## config.mk

```make
export PLATFORM = sky130hd
export DESIGN_NAME = rca_pipe_flat
export DESIGN_NICKNAME = d
export VERILOG_FILES = /design/src/rtl/rca_pipe_if.sv /design/src/rtl/rca_pipe.sv /design/src/flat_wrapper.sv
export SDC_FILE = /design/constraint.sdc
export NUM_CORES = 1
export LEC_CHECK = 0
export CORE_MARGIN = 2
export CORE_UTILIZATION = 35
export DETAILED_ROUTE_END_ITERATION = 12
export PLACE_DENSITY = 0.58
export SETUP_SLACK_MARGIN = 0.05
export SLEW_MARGIN = 20
export SYNTH_ARGS = -nofsm -noshare
export SYNTH_HDL_FRONTEND = slang
export SYNTH_SLANG_ARGS = --single-unit
```

## constraint.sdc

```tcl
create_clock -name clk -period 2.1 [get_ports clk]
set_input_delay 0.42 -clock clk [delete_from_list [all_inputs] [get_ports clk]]
set_output_delay 0.42 -clock clk [all_outputs]
set_load 0.03 [all_outputs]
```

## src/rtl/rca_pipe_if.sv

```systemverilog
// Operand/result handshake bundle for rca_pipe; the adder consumes it through the slave modport.
interface rca_pipe_if #(
  parameter int unsigned WIDTH = 16
);
  logic             in_valid;
  logic             in_ready;
  logic [WIDTH-1:0] a;
  logic [WIDTH-1:0] b;
  logic             cin;
  logic             sub;
  logic             out_valid;
  logic             out_ready;
  logic [WIDTH:0]   s;
  logic             ovf;

  modport master (
    output in_valid, a, b, cin, sub, out_ready,
    input  in_ready, out_valid, s, ovf
  );

  modport slave (
    input  in_valid, a, b, cin, sub, out_ready,
    output in_ready, out_valid, s, ovf
  );
endinterface

```

## src/rtl/rca_pipe.sv

```systemverilog
// Pipelined ripple-carry adder/subtractor: STAGES slices of WIDTH/STAGES bits, one slice
// rippled per stage, valid/ready handshake with full back-pressure on both sides.
module rca_pipe #(
  parameter int unsigned WIDTH  = 16,
  parameter int unsigned STAGES = 4
) (
  input  logic      clk,
  input  logic      rst,
  rca_pipe_if.slave bus
);
  localparam int unsigned SW   = WIDTH / STAGES;
  localparam int unsigned LAST = STAGES - 1;

  logic [STAGES:0] rdy;

  assign rdy[STAGES]  = bus.out_ready;
  assign bus.in_ready = rdy[0] & ~rst;

  genvar k;
  generate
    for (k = 0; k < STAGES; k++) begin : g_stg
      // Operand registers shrink by one slice per stage and sum registers grow by one,
      // so no stage carries bits it will never read.
      localparam int unsigned IW = WIDTH - k * SW;
      localparam int unsigned OW = (k + 1) * SW;

      logic          vi;
      logic          ci;
      logic [IW-1:0] ai;
      logic [IW-1:0] bi;
      logic [SW:0]   sum;
      logic [OW-1:0] s_nx;
      logic          load;
      logic          vq;
      logic          cq;
      logic [OW-1:0] sq;

      if (k == 0) begin : g_head
        assign vi   = bus.in_valid;
        assign ai   = bus.a;
        assign bi   = bus.b ^ {WIDTH{bus.sub}};
        assign ci   = bus.cin ^ bus.sub;
        assign s_nx = sum[SW-1:0];
      end else begin : g_body
        assign vi   = g_stg[k-1].vq;
        assign ai   = g_stg[k-1].g_fwd.aq;
        assign bi   = g_stg[k-1].g_fwd.bq;
        assign ci   = g_stg[k-1].cq;
        assign s_nx = {sum[SW-1:0], g_stg[k-1].sq};
      end

      assign sum    = {1'b0, ai[SW-1:0]} + {1'b0, bi[SW-1:0]} + {{SW{1'b0}}, ci};
      assign rdy[k] = ~vq | rdy[k+1];
      assign load   = rdy[k] & vi;

      always_ff @(posedge clk) begin
        if (rst) begin
          vq <= 1'b0;
          cq <= 1'b0;
          sq <= '0;
        end else if (rdy[k]) begin
          vq <= vi;
          if (vi) begin
            cq <= sum[SW];
            sq <= s_nx;
          end
        end
      end

      if (k < LAST) begin : g_fwd
        logic [IW-SW-1:0] aq;
        logic [IW-SW-1:0] bq;

        always_ff @(posedge clk) begin
          if (rst) begin
            aq <= '0;
            bq <= '0;
          end else if (load) begin
            aq <= ai[IW-1:SW];
            bq <= bi[IW-1:SW];
          end
        end
      end else begin : g_out
        logic oq;

        // Carry into the MSB recovered from the MSB sum bit, xor carry out of the MSB.
        always_ff @(posedge clk) begin
          if (rst) begin
            oq <= 1'b0;
          end else if (load) begin
            oq <= ai[IW-1] ^ bi[IW-1] ^ sum[SW-1] ^ sum[SW];
          end
        end
      end
    end
  endgenerate

  assign bus.out_valid = g_stg[LAST].vq;
  assign bus.s         = {g_stg[LAST].cq, g_stg[LAST].sq};
  assign bus.ovf       = g_stg[LAST].g_out.oq;
endmodule

```

## src/flat_wrapper.sv

```systemverilog
// flat-port wrapper written by rule: the top's interface ports become plain ports
module rca_pipe_flat 
#(
  parameter int unsigned WIDTH  = 16,
  parameter int unsigned STAGES = 4
)
  (clk, rst, bus_in_valid, bus_a, bus_b, bus_cin, bus_sub, bus_out_ready, bus_in_ready, bus_out_valid, bus_s, bus_ovf);
  rca_pipe_if #(.WIDTH(WIDTH)) bus_i ();
  input  logic clk;
  input  logic rst;
  input wire logic [$bits(bus_i.in_valid)-1:0] bus_in_valid;
  input wire logic [$bits(bus_i.a)-1:0] bus_a;
  input wire logic [$bits(bus_i.b)-1:0] bus_b;
  input wire logic [$bits(bus_i.cin)-1:0] bus_cin;
  input wire logic [$bits(bus_i.sub)-1:0] bus_sub;
  input wire logic [$bits(bus_i.out_ready)-1:0] bus_out_ready;
  output wire logic [$bits(bus_i.in_ready)-1:0] bus_in_ready;
  output wire logic [$bits(bus_i.out_valid)-1:0] bus_out_valid;
  output wire logic [$bits(bus_i.s)-1:0] bus_s;
  output wire logic [$bits(bus_i.ovf)-1:0] bus_ovf;
  assign bus_i.in_valid = bus_in_valid;
  assign bus_i.a = bus_a;
  assign bus_i.b = bus_b;
  assign bus_i.cin = bus_cin;
  assign bus_i.sub = bus_sub;
  assign bus_i.out_ready = bus_out_ready;
  assign bus_in_ready = bus_i.in_ready;
  assign bus_out_valid = bus_i.out_valid;
  assign bus_s = bus_i.s;
  assign bus_ovf = bus_i.ovf;
  rca_pipe #(.WIDTH(WIDTH), .STAGES(STAGES)) u_core (.clk(clk), .rst(rst), .bus(bus_i));
endmodule
```

==> results of run 1 <==
[placed cells by master (no fill, tap or decap), types with 2 or more instances in the layout]
master | netlist | final
nor2_1 | 28 | 28
nand2_1 | 132 | 132
xnor2_1 | 16 | 14
nand3b_1 | 2 | 2
xnor2_4 | 0 | 2
o21ai_0 | 3 | 3
a21o_1 | 2 | 2
nor3_1 | 4 | 4
xor2_1 | 7 | 7
inv_1 | 19 | 19
a311o_1 | 2 | 2
buf_4 | 2 | 19
a211oi_2 | 5 | 7
o31ai_1 | 2 | 2
a21oi_1 | 72 | 72
buf_12 | 0 | 2
o21a_1 | 2 | 2
fa_2 | 0 | 2
clkbuf_16 | 0 | 9
fa_1 | 8 | 6
clkdlybuf4s50_1 | 0 | 55
ha_1 | 12 | 12
nand2b_1 | 4 | 4
bufinv_16 | 0 | 3
nor3b_1 | 4 | 4
a211oi_1 | 18 | 16
a2111oi_0 | 2 | 2
nor2b_1 | 5 | 5
dfxtp_1 | 97 | 97
[flip-flops by register name (all words and copies together), names as in the netlist]
name,flops
u_core.g_stg.cq,4
u_core.g_stg.g_fwd.bq,24
u_core.g_stg.vq,3
u_core.bus.out_valid,1
u_core.bus.ovf,1
u_core.g_stg.g_fwd.aq,24
u_core.g_stg.sq,40
[worst max-delay path, delay by kind of cell]
family	cells	cell delay (ns)
buffers and inverters	3	0.66
XOR/XNOR	1	0.13
AO/OA/AOI/OAI	3	0.45
adder cells (fa/ha/maj)	2	0.55
[layout make-up]
| cell class | instances | area (um^2) | share of cell area (%) |
|---|---|---|---|
| repair buffers | 78 | 749 | 14.2 |
| clock inverters | 5 | 104 | 1.96 |
| clock buffers | 10 | 229 | 4.33 |
| well taps | 143 | 179 | 3.38 |
| inverters | 19 | 71.3 | 1.35 |
| flip-flops and latches | 97 | 1940 | 36.7 |
| multi-input cells | 338 | 2010 | 38.1 |
[synth_stat cells, drive strengths merged]
master   instances  area, um^2
buf             17        96.3
nand3b           2        15.0
o31ai            2        15.0
o21a             2        15.0
and4b            1        10.0
a2111oi          2        17.5
nand2          132         495
a311o            2        20.0
a211oi          23         198
a21o             2        15.0
a21oi           72         360
nor2            29         111
nor2b            5        31.3
inv             19        71.3
nor3b            4        30.0
nand2b           4        25.0
clkbuf          14        52.6
ha              12         150
o21ai            4        20.0
xor2             7        61.3
nand3            1        5.00
fa               8         160
dfxtp           97        1940
and3b            1        8.76
nor3             4        20.0
a21boi           1        18.8
xnor2           16         140
and2             1        6.26
nand4b           1        8.76
[where the power goes]
| group | total [uW] | internal (uW) | switching [uW] |
|---|---|---|---|
| clock | 1830 | 1160 | 671 |
| combinational | 452 | 225 | 227 |
| sequential | 1950 | 1910 | 41.8 |
| total | 4240 | 3300 | 939 |
[kinds of logic (layout without fill, tap and decap cells)]
group / Yosys count / after routing / share of synthesized area, %
buf+inv: 50 / 112 / 5.34
xor+xnor: 23 / 23 / 4.89
fa+ha+maj: 20 / 20 / 7.53
simple gates: 185 / 185 / 18.6
flops: 97 / 97 / 47.1
compound gates: 110 / 110 / 16.5
[what timing repair did]
action                     in CTS  in global routing
setup endpoints to repair       0                  3
gates resized for setup         0                  4
hold endpoints to repair        0                  0
buffers inserted                0                  1
hold buffers                    0                  0
[final timing paths]
check / from / endpoint / slack, ns / cells after the start
max: bus_sub / u_core.g_stg[0].cq$_SDFFE_PP0P_ / 0.11 / 9
min: u_core.g_stg[2].sq[10]$_SDFFE_PP0P_ / u_core.g_stg[2].sq[10]$_SDFFE_PP0P_ / 0.45 / 2
max reg2reg: u_core.g_stg[0].g_fwd.bq[0]$_SDFFE_PP0P_ / u_core.g_stg[1].cq$_SDFFE_PP0P_ / 0.21 / 7
min reg2reg: u_core.g_stg[2].sq[10]$_SDFFE_PP0P_ / u_core.g_stg[2].sq[10]$_SDFFE_PP0P_ / 0.45 / 2
[through the flow]
stage	std cells	setup TNS (ns)
finish	690	0
global route	690	0
CTS	689	0
detailed placement	674	-0.854
global placement	674	-0.794
floorplan	485	0
[routing by layer]
layer,part of all wire [%],routed length [um],track usage [%]
met2,46,3950,23.9
met4,0.93,80,4.88
met3,3.4,289,2.97
met5,0,0,0
met1,50,4270,19.5
==> flow_metrics.tcl, run 1 <==
set metrics [dict create \
    status "finished clean" \
    start_util_pct 35.9 \
    die-area_um2 12700 \
    slew_viol_final 0 \
    drt_iter0_drc 109 \
    syn_to_final_growth_pct 28.3 \
    power_density_nw_per_um2 801 \
    place.gp.congestion 0.786 \
    clockBufferDepth 2 \
    crit_fanout 4 \
    synth_area_um2 4120 \
    whs_ns 0.451 \
    hold_viol_final 0 \
    insertion_delay_ns 0.34 \
    num_vias 3208 \
    wirelength_um 8590 \
    cts_inserted_buffers 9 \
    syn_avg_cell_area_um2 8.50 \
    fin_area_um2 5290 \
    grt_pass1_vias 3204 \
    max-cap-violations 0 \
    finalCritPeriodShare_pct 95.0 \
    finClkSkew_ns 0.00493 \
    fin_util_pct 46.1 \
    postRouteAntennaNets 0 \
    diodes 0 \
    power_uw 4240 \
    layout-drive-gt1-share_pct 9.32 \
    post-route-min-period_ns 1.99 \
    required_ns 2.32 \
    placed_area_um2 4920 \
    yosysUniqueCellTypes 34 \
    cts.sinks 97 \
    dpl.hpwl_um 6290 \
    finalWorstSetupSlack_ns 0.105 \
    synth_seq_cells 97 \
    syn-num-nets 543 \
    rsz0062_at_grt "true" \
    cp.arrival_ns 2.22 \
    dpl_worst_slack_ns -0.260 \
    portBuffers 57 \
    rows 39 \
    finalSetupViolCount 0 \
    cp-end-kind "flop" \
    grt_max_degree 37 \
    min_path_type "flop to flop" \
    critPathSlowestCell "clkdlybuf4s50_1" \
    grt_pass1_wl_um 15200 \
    path_cells "clkdlybuf4s50_1 -> buf_6 -> xnor2_4 -> fa_2 -> inv_1 -> fa_2 -> a21o_1 -> a211oi_2 -> a211oi_2" \
    drc 0 \
    syn-instance-count 485 \
    relSlewSlack_pct 63.4 \
    die_h_um 113 \
    vdd_ir_drop_max_mv 0.343 \
    seq_area_frac_synth_pct 47.1 \
    fill_cells 1139 \
    antenna_found_initial 0 \
    groute.usage.overall_pct 14.6 \
    yosysWarnings 0 \
    fmax_ghz 0.501 \
    wire_per_inst_um 12.5 \
    final_net_count 601 \
    leakagePower_uw 0.00190 \
    clk_pin_slew_worst_paths_ns 0.06 \
    grt_overflow 0 \
    dr.pass1.iters 4 \
    die_x_um 113 \
    critPathKind "input port to flop" \
    design.core.area_um2 11500 \
    htree_levels 3 \
    cts_tree "built" \
    cts-root-buf "clkbuf_16" \
    num_io_pins 58 \
    worst_slew_pin_slew_ns 0.548 \
    vias_per_cell 4.65 \
    cp_slowest_stage_delay_ns 0.47 \
    cp-start-kind "input port" \
]
(Power assumes the default switching activity.)
==> inputs of run 2 (changes only) <==
--- a/config.mk
+++ b/config.mk
@@ -6,9 +6,9 @@
 export NUM_CORES = 1
 export LEC_CHECK = 0
 export CORE_MARGIN = 2
-export CORE_UTILIZATION = 35
+export CORE_UTILIZATION = 49
 export DETAILED_ROUTE_END_ITERATION = 12
-export PLACE_DENSITY = 0.58
+export PLACE_DENSITY = 0.77
 export SETUP_SLACK_MARGIN = 0.05
 export SLEW_MARGIN = 20
 export SYNTH_ARGS = -nofsm -noshare
==> flow_metrics.tcl, run 2 (synthesis gave the netlist of run 1 again) <==
set metrics [dict create \
    r2r_setup_slack_ns 0.23 \
    dp.cells 633 \
    worstRegToRegCells 7 \
    clockBufferDepth 2 \
    finalSetupTns_ns 0 \
    die_h_um 95.7 \
    wirelength_um 8320 \
    dpl.hpwl_um 6090 \
    min_path_type "flop to flop" \
    rsz0062_at_grt "false" \
    slew_viol_final 0 \
    place.gp.congestion 0.825 \
    largest_register_ffs 40 \
    cp-start-kind "input port" \
    crit_end "bus_in_ready" \
    postRouteAntennaNets 0 \
    antenna_found_initial 0 \
    layout_commonest_cell "nand2_1" \
    cp-startpoint "bus_out_ready" \
    timing.rr.end "u_core.g_stg[1].cq$_SDFFE_PP0P_" \
    highest_layer "met4" \
    fmax_ghz 0.502 \
    grt_max_degree 38 \
    post-route-min-period_ns 1.99 \
    cts_inserted_buffers 9 \
    start_util_pct 50.4 \
    relSlewSlack_pct 64.8 \
    rows 33 \
    required_ns 1.68 \
    wl_met3_um 281 \
    syn_to_final_growth_pct 25.1 \
    cp-end-kind "output port" \
    met2_length_um 4100 \
    cts.sinks 97 \
    drc 0 \
    wire_per_inst_um 12.8 \
    stdcell_count 651 \
    grt_pass1_vias 3260 \
    vdd_ir_drop_max_mv 0.393 \
    finClkSkew_ns 0.00720 \
    drt_iter0_drc 172 \
    hold_viol_final 0 \
    final_net_count 599 \
    num_io_pins 58 \
    grt_overflow 0 \
    top_regs "u_core.g_stg.sq (40), u_core.g_stg.g_fwd.aq (24), u_core.g_stg.g_fwd.bq (24)" \
    top_register "u_core.g_stg.sq" \
    dr.pass1.iters 4 \
    fin_util_pct 63.0 \
    reg2reg_from "u_core.g_stg[0].g_fwd.bq[0]$_SDFFE_PP0P_" \
    diodes 0 \
    portBuffers 57 \
    power_density_nw_per_um2 733 \
    die_x_um 95.7 \
    clk_pin_slew_worst_paths_ns 0.09 \
    cp_slowest_stage_delay_ns 0.51 \
    layout-drive-gt1-share_pct 9.52 \
    max-cap-violations 0 \
    status "finished clean" \
    leakagePower_uw 0.00186 \
    insertion_delay_ns 0.36 \
    path_cells "clkdlybuf4s50_1 -> and4b_2 -> a21oi_1 -> buf_4" \
    finalCritPeriodShare_pct 95.0 \
    layout_common_cells "132 x nand2_1, 97 x dfxtp_1, 72 x a21oi_1" \
    cp.arrival_ns 1.57 \
    critPathSlowestCell "clkdlybuf4s50_1" \
    wl_met1_um 3800 \
    vias_per_cell 5.09 \
    critPathKind "input port to output port" \
    worst_slew_pin_slew_ns 0.526 \
    cts_tree "built" \
    holdBufCountCts 0 \
    die-area_um2 9160 \
    num_vias 3313 \
    htree_levels 3 \
    crit_fanout 4 \
    grt_pass1_wl_um 14400 \
    groute.usage.overall_pct 20.0 \
    design.core.area_um2 8180 \
    finalSetupViolCount 0 \
    cts-root-buf "clkbuf_8" \
]
run 2: layout make-up:
type,count,area [um^2]
Inverter,19,71.3
Multi-Input combinational cell,338,2020
Clock inverter,4,75.1
Timing Repair Buffer,76,758
Sequential cell,97,1940
Clock buffer,12,155
Fill cell,720,3020
Tap cell,105,131
run 2: worst min-delay path by stage:
stage | from | endpoint | slack (ns) | cells after the start
final | u_core.g_stg[1].g_fwd.aq[6]$_SDFFE_PP0P_ | u_core.g_stg[2].g_fwd.aq[2]$_SDFFE_PP0P_ | 0.45 | 2
after global routing | rst | u_core.g_stg[2].sq[10]$_SDFFE_PP0P_ | 0.46 | 2
after CTS | rst | u_core.g_stg[2].sq[1]$_SDFFE_PP0P_ | 0.45 | 2
after detailed placement | u_core.g_stg[1].sq[6]$_SDFFE_PP0P_ | u_core.g_stg[1].sq[6]$_SDFFE_PP0P_ | 0.45 | 2
after global placement | u_core.g_stg[3].sq[14]$_SDFFE_PP0P_ | u_core.g_stg[3].sq[14]$_SDFFE_PP0P_ | 0.44 | 2
after floorplan | u_core.g_stg[1].sq[7]$_SDFFE_PP0P_ | u_core.g_stg[2].sq[7]$_SDFFE_PP0P_ | 0.43 | 2
run 2: power breakdown:
part / internal (uW) / switching [uW] / total (uW)
Combinational: 229 / 232 / 462
Clock: 736 / 623 / 1360
Sequential: 1910 / 43.1 / 1950
run 2: per-layer routing:
| metal | vias up | track usage, % |
|---|---|---|
| met1 | 1521 | 24.3 |
| met5 | - | 0 |
| li1 | 1715 | - |
| met2 | 65 | 34.9 |
| met4 | 0 | 7.86 |
| met3 | 12 | 3.92 |
run 2: per-stage QoR:
step           instance area [um^2]  hold WS (ns)  power, uW  setup WS, ns
4_1_cts                        5100         0.445       3780        0.0861
3_5_place_dp                   4870         0.445       2440        -0.291
2_1_floorplan                  4180         0.427       2270        0.0692
5_1_grt                        5150         0.463       3930        0.0561
3_3_place_gp                   4870         0.441       2420        -0.237
6_report                       5150         0.453       3770         0.106
run 2: timing repair:
item,in CTS,in global routing
endpoints found under the setup margin,0,4
endpoints found under the hold margin,0,0
resized for setup,0,10
buffers inserted,0,2
run 2: critical path: cells and delay by family:
family          cells  cell delay [ns]
buf+inv             2             0.69
compound gates      1             0.17
simple gates        1             0.29
